==> config.mk <==
export PLATFORM = sky130hd
export DESIGN_NAME = multicycle_control_unit_flat
export DESIGN_NICKNAME = d
export VERILOG_FILES = /design/src/rtl/multicycle_control_unit_if.sv /design/src/rtl/multicycle_control_unit.sv /design/src/flat_wrapper.sv
export SDC_FILE = /design/constraint.sdc
export NUM_CORES = 1
export LEC_CHECK = 0
export CORE_AREA = 5 5 95 62
export CTS_BUF_LIST = sky130_fd_sc_hd__clkbuf_8
export CTS_CLUSTER_DIAMETER = 100
export DETAILED_ROUTE_END_ITERATION = 16
export DIE_AREA = 0 0 100 67
export PLACE_DENSITY = 0.73
export SYNTH_ARGS = -nofsm -noshare
export SYNTH_HDL_FRONTEND = slang
export SYNTH_SLANG_ARGS = --single-unit
export TNS_END_PERCENT = 1
==> constraint.sdc <==
create_clock -name i_clk -period 1.7 [get_ports i_clk]
set_input_delay 0.17 -clock i_clk [delete_from_list [all_inputs] [get_ports i_clk]]
set_output_delay 0.17 -clock i_clk [all_outputs]
set_load 0.02 [all_outputs]
==> src/rtl/multicycle_control_unit_if.sv <==
// ---------------------------------------------------------------------------
// multicycle_control_unit_if
//
// Purpose:
//   Shared instruction/data memory port between the multicycle control unit
//   and the memory. The port uses a req/ack handshake: the requester holds
//   mem_req, mem_we and mem_data_sel steady until the cycle in which the
//   memory raises mem_ack.
//
// Signals:
//   mem_req       control -> memory   request active
//   mem_we        control -> memory   write strobe, meaningful with mem_req
//   mem_data_sel  control -> memory   0 = instruction address, 1 = data address
//   mem_ack       memory  -> control  request completes this cycle
//
// Modports:
//   master  the control unit (drives the request)
//   slave   the memory (drives the acknowledge)
// ---------------------------------------------------------------------------
interface multicycle_control_unit_if;
  logic mem_req;
  logic mem_we;
  logic mem_data_sel;
  logic mem_ack;

  modport master (
    output mem_req,
    output mem_we,
    output mem_data_sel,
    input  mem_ack
  );

  modport slave (
    input  mem_req,
    input  mem_we,
    input  mem_data_sel,
    output mem_ack
  );
endinterface

==> src/rtl/multicycle_control_unit.sv <==
// ---------------------------------------------------------------------------
// multicycle_control_unit
//
// Purpose:
//   Multicycle control unit for the 16-bit core. Each instruction walks
//   through FETCH, DECODE, EXEC, MEM and WB over one shared memory port.
//   The decoded control word is captured once per instruction at the end of
//   DECODE, a watchdog faults the unit if memory never answers, and a
//   retired-instruction counter plus a sticky fault flag are exposed.
//
// Parameters:
//   OPCODE_W     opcode width (>= 5); bits above [4:0] must be zero
//   MEM_TIMEOUT  wait cycles allowed before faulting, 0 disables the watchdog
//   CNT_W        width of the retired-instruction counter
//
// Ports:
//   i_clk, i_rst          clock (rising edge), synchronous active-high reset
//   m_mem                 memory port (master side of the req/ack handshake)
//   i_ir_opcode           opcode field of the instruction register
//   i_br_cond             datapath branch condition, used in EXEC
//   o_ir_write            load the instruction register
//   o_pc_write, o_pc_src  PC update strobe and source (0 PC+2, 1 branch, 2 jump)
//   o_reg_write           register-file write enable
//   o_reg_zero            write zero to the destination register
//   o_mem_to_reg          select load data for write-back
//   o_alu_src, o_alu_op, o_alu_b, o_unsig, o_bh, o_imm_op   latched control word
//   o_retire_cnt          retired-instruction count (wraps)
//   o_retired             one-cycle pulse when an instruction retires
//   o_fault               sticky fault flag
//   o_state               current state (0 FETCH .. 4 WB, 7 FAULT)
// ---------------------------------------------------------------------------
module multicycle_control_unit #(
  parameter int OPCODE_W    = 5,
  parameter int MEM_TIMEOUT = 16,
  parameter int CNT_W       = 16
) (
  input  logic                 i_clk,
  input  logic                 i_rst,
  multicycle_control_unit_if.master m_mem,
  input  logic [OPCODE_W-1:0]  i_ir_opcode,
  input  logic                 i_br_cond,
  output logic                 o_ir_write,
  output logic                 o_pc_write,
  output logic [1:0]           o_pc_src,
  output logic                 o_reg_write,
  output logic                 o_reg_zero,
  output logic                 o_mem_to_reg,
  output logic                 o_alu_src,
  output logic [1:0]           o_alu_op,
  output logic [1:0]           o_alu_b,
  output logic                 o_unsig,
  output logic                 o_bh,
  output logic [3:0]           o_imm_op,
  output logic [CNT_W-1:0]     o_retire_cnt,
  output logic                 o_retired,
  output logic                 o_fault,
  output logic [2:0]           o_state
);

  typedef enum logic [2:0] {
    S_FETCH  = 3'd0,
    S_DECODE = 3'd1,
    S_EXEC   = 3'd2,
    S_MEM    = 3'd3,
    S_WB     = 3'd4,
    S_FAULT  = 3'd7
  } state_t;

  // isJump covers both JUMP and JAL: they sequence identically.
  typedef struct packed {
    logic       aluSrc;
    logic       bh;
    logic       unsig;
    logic [1:0] aluB;
    logic [1:0] aluOp;
    logic [3:0] immOp;
    logic       isLoad;
    logic       isStore;
    logic       isBranch;
    logic       isJump;
    logic       isRst;
  } ctrl_t;

  // The counter must be able to hold MEM_TIMEOUT itself.
  localparam int WAIT_W = (MEM_TIMEOUT > 0) ? $clog2(MEM_TIMEOUT + 1) : 1;
  localparam logic [WAIT_W-1:0] TIMEOUT_V = WAIT_W'(MEM_TIMEOUT);

  state_t            r_state;
  state_t            w_next;
  ctrl_t             r_ctrl;
  ctrl_t             w_dec;
  logic [WAIT_W-1:0] r_waitCnt;
  logic [CNT_W-1:0]  r_retireCnt;

  logic [4:0] w_op;
  logic       w_upperBad;
  logic       w_isJal, w_isRst, w_isDimm, w_isLoad, w_isJump;
  logic       w_isAlui, w_isBranch, w_isStore, w_jrd;
  logic       w_timeout;
  logic       w_memReq, w_memWe, w_memDataSel;
  logic       w_retire;

  assign w_op = i_ir_opcode[4:0];

  // Opcode bits above the class field are reserved and must read as zero.
  generate
    if (OPCODE_W > 5) begin : g_upper
      assign w_upperBad = |i_ir_opcode[OPCODE_W-1:5];
    end else begin : g_noUpper
      assign w_upperBad = 1'b0;
    end
  endgenerate

  assign w_isJal    = (w_op == 5'b00000);
  assign w_isRst    = (w_op == 5'b00001);
  assign w_isDimm   = (w_op[4:1] == 4'b0001);
  assign w_isLoad   = (w_op[4:2] == 3'b001);
  assign w_isJump   = (w_op[4:2] == 3'b010);
  assign w_isAlui   = (w_op[4:2] == 3'b011);
  assign w_isBranch = (w_op[4:3] == 2'b10);
  assign w_isStore  = (w_op[4:2] == 3'b110);
  assign w_jrd      = w_isJal | w_isRst | w_isDimm;

  // Control word for the instruction currently in the IR; it only becomes
  // visible once captured at the end of DECODE.
  always_comb begin
    w_dec          = '0;
    w_dec.aluSrc   = w_isAlui | w_isLoad | w_isStore;
    w_dec.bh       = w_op[1];
    w_dec.unsig    = w_op[0];
    w_dec.aluB     = {w_op[2], w_op[1]};
    w_dec.aluOp[0] = w_isLoad | w_isStore | (w_op == 5'b11111) | (w_op == 5'b01111);
    w_dec.aluOp[1] = w_isBranch | (w_op == 5'b11111);
    w_dec.immOp    = {w_jrd & w_op[0], w_isJal | w_isJump | w_isBranch, w_jrd,
                      w_isAlui | w_isLoad};
    w_dec.isLoad   = w_isLoad;
    w_dec.isStore  = w_isStore;
    w_dec.isBranch = w_isBranch;
    w_dec.isJump   = w_isJump | w_isJal;
    w_dec.isRst    = w_isRst;
  end

  // A disabled watchdog (MEM_TIMEOUT = 0) never fires.
  assign w_timeout = (MEM_TIMEOUT != 0) && (r_waitCnt == TIMEOUT_V);

  // Next-state and strobe logic. An ack landing in the same cycle the
  // watchdog expires is checked first, so the access completes normally.
  // Reset forces every strobe low so an abandoned access cannot write.
  always_comb begin
    w_next       = r_state;
    w_memReq     = 1'b0;
    w_memWe      = 1'b0;
    w_memDataSel = 1'b0;
    o_ir_write   = 1'b0;
    o_pc_write   = 1'b0;
    o_pc_src     = 2'd0;
    o_reg_write  = 1'b0;
    o_reg_zero   = 1'b0;
    o_mem_to_reg = 1'b0;
    w_retire     = 1'b0;
    case (r_state)
      S_FETCH: begin
        w_memReq = 1'b1;
        if (m_mem.mem_ack) begin
          o_ir_write = 1'b1;
          o_pc_write = 1'b1;
          w_next     = S_DECODE;
        end else if (w_timeout) begin
          w_next = S_FAULT;
        end
      end
      S_DECODE: begin
        w_next = w_upperBad ? S_FAULT : S_EXEC;
      end
      S_EXEC: begin
        if (r_ctrl.isBranch) begin
          o_pc_write = i_br_cond;
          o_pc_src   = 2'd1;
          w_retire   = 1'b1;
          w_next     = S_FETCH;
        end else if (r_ctrl.isJump) begin
          o_pc_write = 1'b1;
          o_pc_src   = 2'd2;
          w_next     = S_WB;
        end else if (r_ctrl.isLoad || r_ctrl.isStore) begin
          w_next = S_MEM;
        end else begin
          w_next = S_WB;
        end
      end
      S_MEM: begin
        w_memReq     = 1'b1;
        w_memDataSel = 1'b1;
        w_memWe      = r_ctrl.isStore;
        if (m_mem.mem_ack) begin
          if (r_ctrl.isStore) begin
            w_retire = 1'b1;
            w_next   = S_FETCH;
          end else begin
            w_next = S_WB;
          end
        end else if (w_timeout) begin
          w_next = S_FAULT;
        end
      end
      S_WB: begin
        o_reg_write  = 1'b1;
        o_mem_to_reg = r_ctrl.isLoad;
        o_reg_zero   = r_ctrl.isRst;
        w_retire     = 1'b1;
        w_next       = S_FETCH;
      end
      S_FAULT: begin
        w_next = S_FAULT;
      end
      default: begin
        w_next = S_FAULT;
      end
    endcase
    if (i_rst) begin
      w_memReq     = 1'b0;
      w_memWe      = 1'b0;
      w_memDataSel = 1'b0;
      o_ir_write   = 1'b0;
      o_pc_write   = 1'b0;
      o_pc_src     = 2'd0;
      o_reg_write  = 1'b0;
      o_reg_zero   = 1'b0;
      o_mem_to_reg = 1'b0;
      w_retire     = 1'b0;
      w_next       = S_FETCH;
    end
  end

  // State, control word, watchdog and retire counter. The wait counter
  // restarts on every state change and on each completed access.
  always_ff @(posedge i_clk) begin
    if (i_rst) begin
      r_state     <= S_FETCH;
      r_ctrl      <= '0;
      r_waitCnt   <= '0;
      r_retireCnt <= '0;
    end else begin
      r_state <= w_next;
      if (r_state == S_DECODE) begin
        r_ctrl <= w_dec;
      end
      if ((w_next != r_state) || (w_memReq && m_mem.mem_ack)) begin
        r_waitCnt <= '0;
      end else if (w_memReq) begin
        r_waitCnt <= r_waitCnt + WAIT_W'(1);
      end
      if (w_retire) begin
        r_retireCnt <= r_retireCnt + CNT_W'(1);
      end
    end
  end

  assign m_mem.mem_req      = w_memReq;
  assign m_mem.mem_we       = w_memWe;
  assign m_mem.mem_data_sel = w_memDataSel;

  assign o_alu_src    = r_ctrl.aluSrc;
  assign o_alu_op     = r_ctrl.aluOp;
  assign o_alu_b      = r_ctrl.aluB;
  assign o_unsig      = r_ctrl.unsig;
  assign o_bh         = r_ctrl.bh;
  assign o_imm_op     = r_ctrl.immOp;
  assign o_retire_cnt = r_retireCnt;
  assign o_retired    = w_retire;
  assign o_fault      = (r_state == S_FAULT);
  assign o_state      = r_state;

endmodule

==> src/flat_wrapper.sv <==
// flat-port wrapper written by rule: the top's interface ports become plain ports
module multicycle_control_unit_flat 
#(
  parameter int OPCODE_W    = 5,
  parameter int MEM_TIMEOUT = 16,
  parameter int CNT_W       = 16
)
  (i_clk, i_rst, i_ir_opcode, i_br_cond, o_ir_write, o_pc_write, o_pc_src, o_reg_write, o_reg_zero, o_mem_to_reg, o_alu_src, o_alu_op, o_alu_b, o_unsig, o_bh, o_imm_op, o_retire_cnt, o_retired, o_fault, o_state, m_mem_mem_req, m_mem_mem_we, m_mem_mem_data_sel, m_mem_mem_ack);
  multicycle_control_unit_if m_mem_i ();
  input  logic i_clk;
  input  logic i_rst;
  input  logic [OPCODE_W-1:0] i_ir_opcode;
  input  logic i_br_cond;
  output logic o_ir_write;
  output logic o_pc_write;
  output logic [1:0] o_pc_src;
  output logic o_reg_write;
  output logic o_reg_zero;
  output logic o_mem_to_reg;
  output logic o_alu_src;
  output logic [1:0] o_alu_op;
  output logic [1:0] o_alu_b;
  output logic o_unsig;
  output logic o_bh;
  output logic [3:0] o_imm_op;
  output logic [CNT_W-1:0] o_retire_cnt;
  output logic o_retired;
  output logic o_fault;
  output logic [2:0] o_state;
  output wire logic [$bits(m_mem_i.mem_req)-1:0] m_mem_mem_req;
  output wire logic [$bits(m_mem_i.mem_we)-1:0] m_mem_mem_we;
  output wire logic [$bits(m_mem_i.mem_data_sel)-1:0] m_mem_mem_data_sel;
  input wire logic [$bits(m_mem_i.mem_ack)-1:0] m_mem_mem_ack;
  assign m_mem_mem_req = m_mem_i.mem_req;
  assign m_mem_mem_we = m_mem_i.mem_we;
  assign m_mem_mem_data_sel = m_mem_i.mem_data_sel;
  assign m_mem_i.mem_ack = m_mem_mem_ack;
  multicycle_control_unit #(.OPCODE_W(OPCODE_W), .MEM_TIMEOUT(MEM_TIMEOUT), .CNT_W(CNT_W)) u_core (.i_clk(i_clk), .i_rst(i_rst), .m_mem(m_mem_i), .i_ir_opcode(i_ir_opcode), .i_br_cond(i_br_cond), .o_ir_write(o_ir_write), .o_pc_write(o_pc_write), .o_pc_src(o_pc_src), .o_reg_write(o_reg_write), .o_reg_zero(o_reg_zero), .o_mem_to_reg(o_mem_to_reg), .o_alu_src(o_alu_src), .o_alu_op(o_alu_op), .o_alu_b(o_alu_b), .o_unsig(o_unsig), .o_bh(o_bh), .o_imm_op(o_imm_op), .o_retire_cnt(o_retire_cnt), .o_retired(o_retired), .o_fault(o_fault), .o_state(o_state));
endmodule
* After elaboration in Yosys (flattened, before gate mapping)
Index checks and enable logic that the tools add are counted.
** Word-level totals
- Input bits :: 9
- Bits in registers :: 40
- Word-level logic and storage cells :: 87
** Cells by class
- Bitwise logic cells :: 11
- Mux-type cells :: 37
- Reductions and logical operators :: 7
- Add/sub/neg operators :: 2
- Eq/ne operators :: 16
** Operators with widths (count)
- $mux 3 :: 8
- $mux 1 :: 22
- $add 16x1->16 const B :: 1
- $pmux 3 s5 :: 1
- $eq 3x2->1 const B :: 4
- $eq 5x5->1 const B :: 2
- $or 1x1->1 :: 10
- $eq 3x3->1 const B :: 3
- $mux 2 :: 4
- $eq 3x1->1 const B :: 2
- $add 5x1->5 const B :: 1
- $eq 5x1->1 const B :: 1
- $eq 5x4->1 const B :: 1
- $logic_not 5->1 :: 1
- $eq 4x1->1 const B :: 1
- $reduce_or 2->1 :: 2
- $logic_not 3->1 :: 1
- $ne 3x3->1 :: 1
- $pmux 1 s3 :: 1
- $eq 2x2->1 const B :: 1
- $logic_or 1x1->1 :: 2
- $pmux 1 s2 :: 1
- $and 1x1->1 :: 1
- $logic_and 1x1->1 :: 1

* Logic depth before layout (Yosys ltp)
- Depth in word-level cells :: 9
- Depth in mapped cells :: 7
- Gate-level depth less buffers :: 7

* Worst setup path after synthesis
Ideal clock, no wire load.
- Kind :: register to output
- From :: reg u_core.r_state[1], in the netlist u_core.o_state[1]
- To :: out o_pc_write
- Required time :: 1.530 ns
- Arrival time :: 2.118 ns
- Stages on the path, launching flop included :: 5
- Path buffers :: 1
- Path slack :: -0.588 ns
- Cells stage by stage :: dfxtp_1 buf_2 nand3_1 o21a_1 a2111oi_0
** Between the ends
- Longest elaborated chain between the ends :: 3
- Elaborated cells on any way between the ends :: 4
- Classes of those cells :: 1 x eq/ne; 2 x mux; 1 x reduce/logical
** RTL lines
- start: declaration :: RTL line multicycle_control_unit.sv:88 : state_t r_state;
- start signal: assignment :: RTL line multicycle_control_unit.sv:244 : r_state <= w_next;
- $eq 3x2->1 or $logic_not 3->1 (tied branches) :: RTL line multicycle_control_unit.sv:161 : case (r_state)
- $pmux 1 s2 * :: RTL line multicycle_control_unit.sv:161
- $mux 1 * :: RTL line multicycle_control_unit.sv:220 : if (i_rst) begin
- end: declaration :: RTL line flat_wrapper.sv:15 : output logic o_pc_write;
Every way passes the cells marked *; elsewhere a longest branch is shown, timed or not.

* Worst setup path after layout
- From :: reg u_core.r_ctrl[2] (netlist bit)
- To :: out o_pc_write
** Between the ends
- Longest elaborated chain between the ends :: 3
** RTL lines
- start: declaration :: RTL line multicycle_control_unit.sv:90 : ctrl_t r_ctrl;
- start signal: assignment :: RTL line multicycle_control_unit.sv:246 : r_ctrl <= w_dec;
- $mux 1 :: RTL line multicycle_control_unit.sv:176 : if (r_ctrl.isBranch) begin
- $pmux 1 s2 :: RTL line multicycle_control_unit.sv:161
- $mux 1 :: RTL line multicycle_control_unit.sv:220
Every way passes these cells.

==> flow_summary.toml <==
[min_path]
hold_path.class = "in -> reg"
min_from = "i_rst"

[setup_path]
path_delay_family = "simple AND/OR/NAND/NOR gates"
path_class = "reg -> out"
reg2reg_from = "u_core.o_state[0]$_SDFF_PP0_"
path_max_fanout = 2
start_kind = "register"
cp_num_buf_inv = 1
arrival_ns = 1.59
r2r_setup_slack_ns = -0.02
reg2reg_depth = 7
r2r_end = "u_core.o_retire_cnt[14]$_SDFFE_PP0P_"
cp-endpoint = "o_pc_write"
crit_chain = "nor4b_4, nand2_2, a2111oi_4, buf_4"
worst-path-stages = 4
endpoint_kind = "output pin"
max_stage_delay_ns = 0.36
worstPathRequired_ns = 1.53
cpMaxStageDelayCell = "dfxtp_4"
critPathLaunch = "u_core.r_ctrl[2]$_SDFFE_PP0P_"

[route]
drc = 0
post_drt_via_cell_ratio = 5.26
ant_nets = 0
num_vias = 2124
wl_per_cell_microns = 14.6
route.final.wire_length_microns = 5890
firstDrtPassIters = 4
dr.first_iter.drc_count = 128

[global_routing]
grt_use_total_pct = 17.3
grt_overflow = 0
antenna_found_initial = 0
grt_pass1_wl_microns = 9360
first_global_vias = 1960
grt_max_degree = 19

[timing]
hold_slack_ns = 0.449
period_needed_ns = 1.76
hold_viol = 0
slew_violations = 0
timing.slew.headroom_pct = 76.8
worst_slack_ns = -0.0551
tightest_slew_ns = 0.346
finalCritPeriodShare_pct = 103
fmax_mhz = 570
finalSetupViolCount = 2
rsz0062_at_grt = "yes"
fin_skew_ns = 0.00990
fin_setup_tns_ns = -0.0780

[clock_tree]
cts_buffers = 5
cts_root_buffer = "clkbuf_8"
clk_latency_ns = 0.29
clkTransAtPathRegs_ns = 0.08
cts.sinks = 39
holdBufCountCts = 0
clockBufferDepth = 2
cts_tree = "done"
cts_max_level = 2

[placed_design]
routabilityCongestion = 0.855
portBuffers = 50
dpl.hpwl_microns = 4290

[outcome]
status = "finished with violations"
violations = "negative setup slack"

[final_layout]
layout_common_cells = "buf_4 (39), nor2_1 (36), clkdlybuf4s50_1 (36), dfxtp_1 (34), nand2_1 (26)"
fin_nets = 350
fin_util_pct = 65.5
syn2layout_area_growth_pct = 48.1
final_common_cell = "buf_4"
n_fill_cell = 415
antennaDiodeCount = 0
drive_gt1_share_pct = 29.3

[logic_synthesis]
synth_edf_count = 0
netlist_instances = 260
synth-main-ff-cell = "dfxtp_1"
netlist.area_leader.share_pct = 36.2
syn_nets = 272
synth_top_area_cell = "dfxtp_1"
yosys_warnings = 0
syn_area_per_cell_sq_um = 8.30
yosysSeqAreaShare_pct = 36.2
ys_ff_latch = 39
synth_cell_types = 54
async_flop_share_pct = 0
synth.area.top_cells = "dfxtp_1 (36%), xnor2_1 (7.3%), nor2_1 (6.8%), a21oi_1 (4.9%), nand2_1 (4.7%)"
syn_area_sq_um = 2160

[die]
ios = 51
initial_core_util_pct = 44.2
die_h_microns = 67
chipWidth_microns = 100
fp.coreArea_sq_um = 4880
rows = 20
die-area_sq_um = 6700

[pwr]
ir_drop_mv = 0.509
pwr-share-seq_pct = 42.1
p_switching_w = 0.000718
clockPowerShare_pct = 27.0
power_density_nw_per_um2 = 735
internal_power_w = 0.00163
p_leak_nw = 1.19
combPwrFrac_pct = 30.9
p_sw_share_pct = 30.6

[run]
maxCapViolCount = 0
==> cells by family after synthesis <==
family	synth area share [%]
AO/OA/AOI/OAI	19.6
XOR/XNOR	7.30
adder cells (fa/ha/maj)	1.74
buffers and inverters	7.71
flip-flops	36.2
multiplexers	0.464
AND/OR/NAND/NOR	27.0
==> registers in the layout, summed over array words and instances (netlist names) <==
register             count
u_core.o_alu_b           2
u_core.o_state           3
u_core.r_waitCnt         5
u_core.r_ctrl            5
u_core.o_imm_op          4
u_core.o_retire_cnt     16
u_core.o_alu_op          2
u_core.o_unsig           1
u_core.o_alu_src         1
==> area by class of cell <==
type | instances | area, sq um | area share, %
Clock buffer | 6 | 82.6 | 2.58
Sequential cell | 39 | 795 | 24.9
Timing Repair Buffer | 94 | 853 | 26.7
Tap cell | 66 | 82.6 | 2.58
Multi-Input combinational cell | 191 | 1350 | 42.3
Clock inverter | 1 | 5.00 | 0.157
Inverter | 7 | 26.3 | 0.822
==> worst register-to-register path, delay by kind of cell, from the launching register on <==
family,cells,cell delay (ns)
AND/OR/NAND/NOR,3,0.40
flip-flops,1,0.37
XOR/XNOR,1,0.16
AO/OA/AOI/OAI,1,0.35
buffers and inverters,2,0.34
==> synth_stat cells, drive strengths merged (5+ instances only) <==
master and number:
buf 17, and2 5, a21oi 21, nand2 27, a211oi 12, nor2 39
inv 7, dfxtp 39, clkbuf 6, xnor2 18, nand3 11
==> power by group through the flow <==
stage	Combinational, W	Sequential, W	Clock [W]
floorplan	0.000348	0.00102	0
detailed placement	0.000650	0.000999	0
global route	0.000782	0.000994	0.000705
finish	0.000726	0.000989	0.000633
CTS	0.000659	0.000982	0.000650
global placement	0.000647	0.000998	0
==> per-stage QoR <==
stage	total power, W	cell area (sq um)	setup WS (ns)	cells
2_1_floorplan	0.00137	2170	-0.0862	260
3_3_place_gp	0.00165	2910	-0.339	393
3_5_place_dp	0.00165	2910	-0.362	393
4_1_cts	0.00229	3030	-0.0837	400
5_1_grt	0.00248	3200	-0.138	404
6_report	0.00235	3200	-0.0551	404
==> what timing repair did <==
item                                    CTS  global route
gates resized for setup                  48            44
buffers inserted                          0             3
endpoints found under the setup margin   28            29
cloned                                    0             1
pin swaps                                 6            13
==> worst min path at each step <==
stage,end,slack [ns],cells past startpoint
finish,u_core.o_retire_cnt[4]$_SDFFE_PP0P_,0.45,3
global route,u_core.o_retire_cnt[15]$_SDFFE_PP0P_,0.48,3
CTS,u_core.o_unsig$_SDFFE_PP0P_,0.46,2
detailed placement,u_core.o_unsig$_SDFFE_PP0P_,0.45,2
global placement,u_core.o_alu_op[1]$_SDFFE_PP0P_,0.44,2
floorplan,u_core.o_alu_b[1]$_SDFFE_PP0P_,0.31,2
==> metal layers <==
metal	vias to the layer above	share of wire, %	track usage [%]
met4	0	0.87	3.19
met3	7	6.1	4.92
met2	55	45	27.0
met1	1004	48	24.0
met5	-	0	0
li1	1058	-	-
Note: power is estimated with default switching activity, not from simulation.
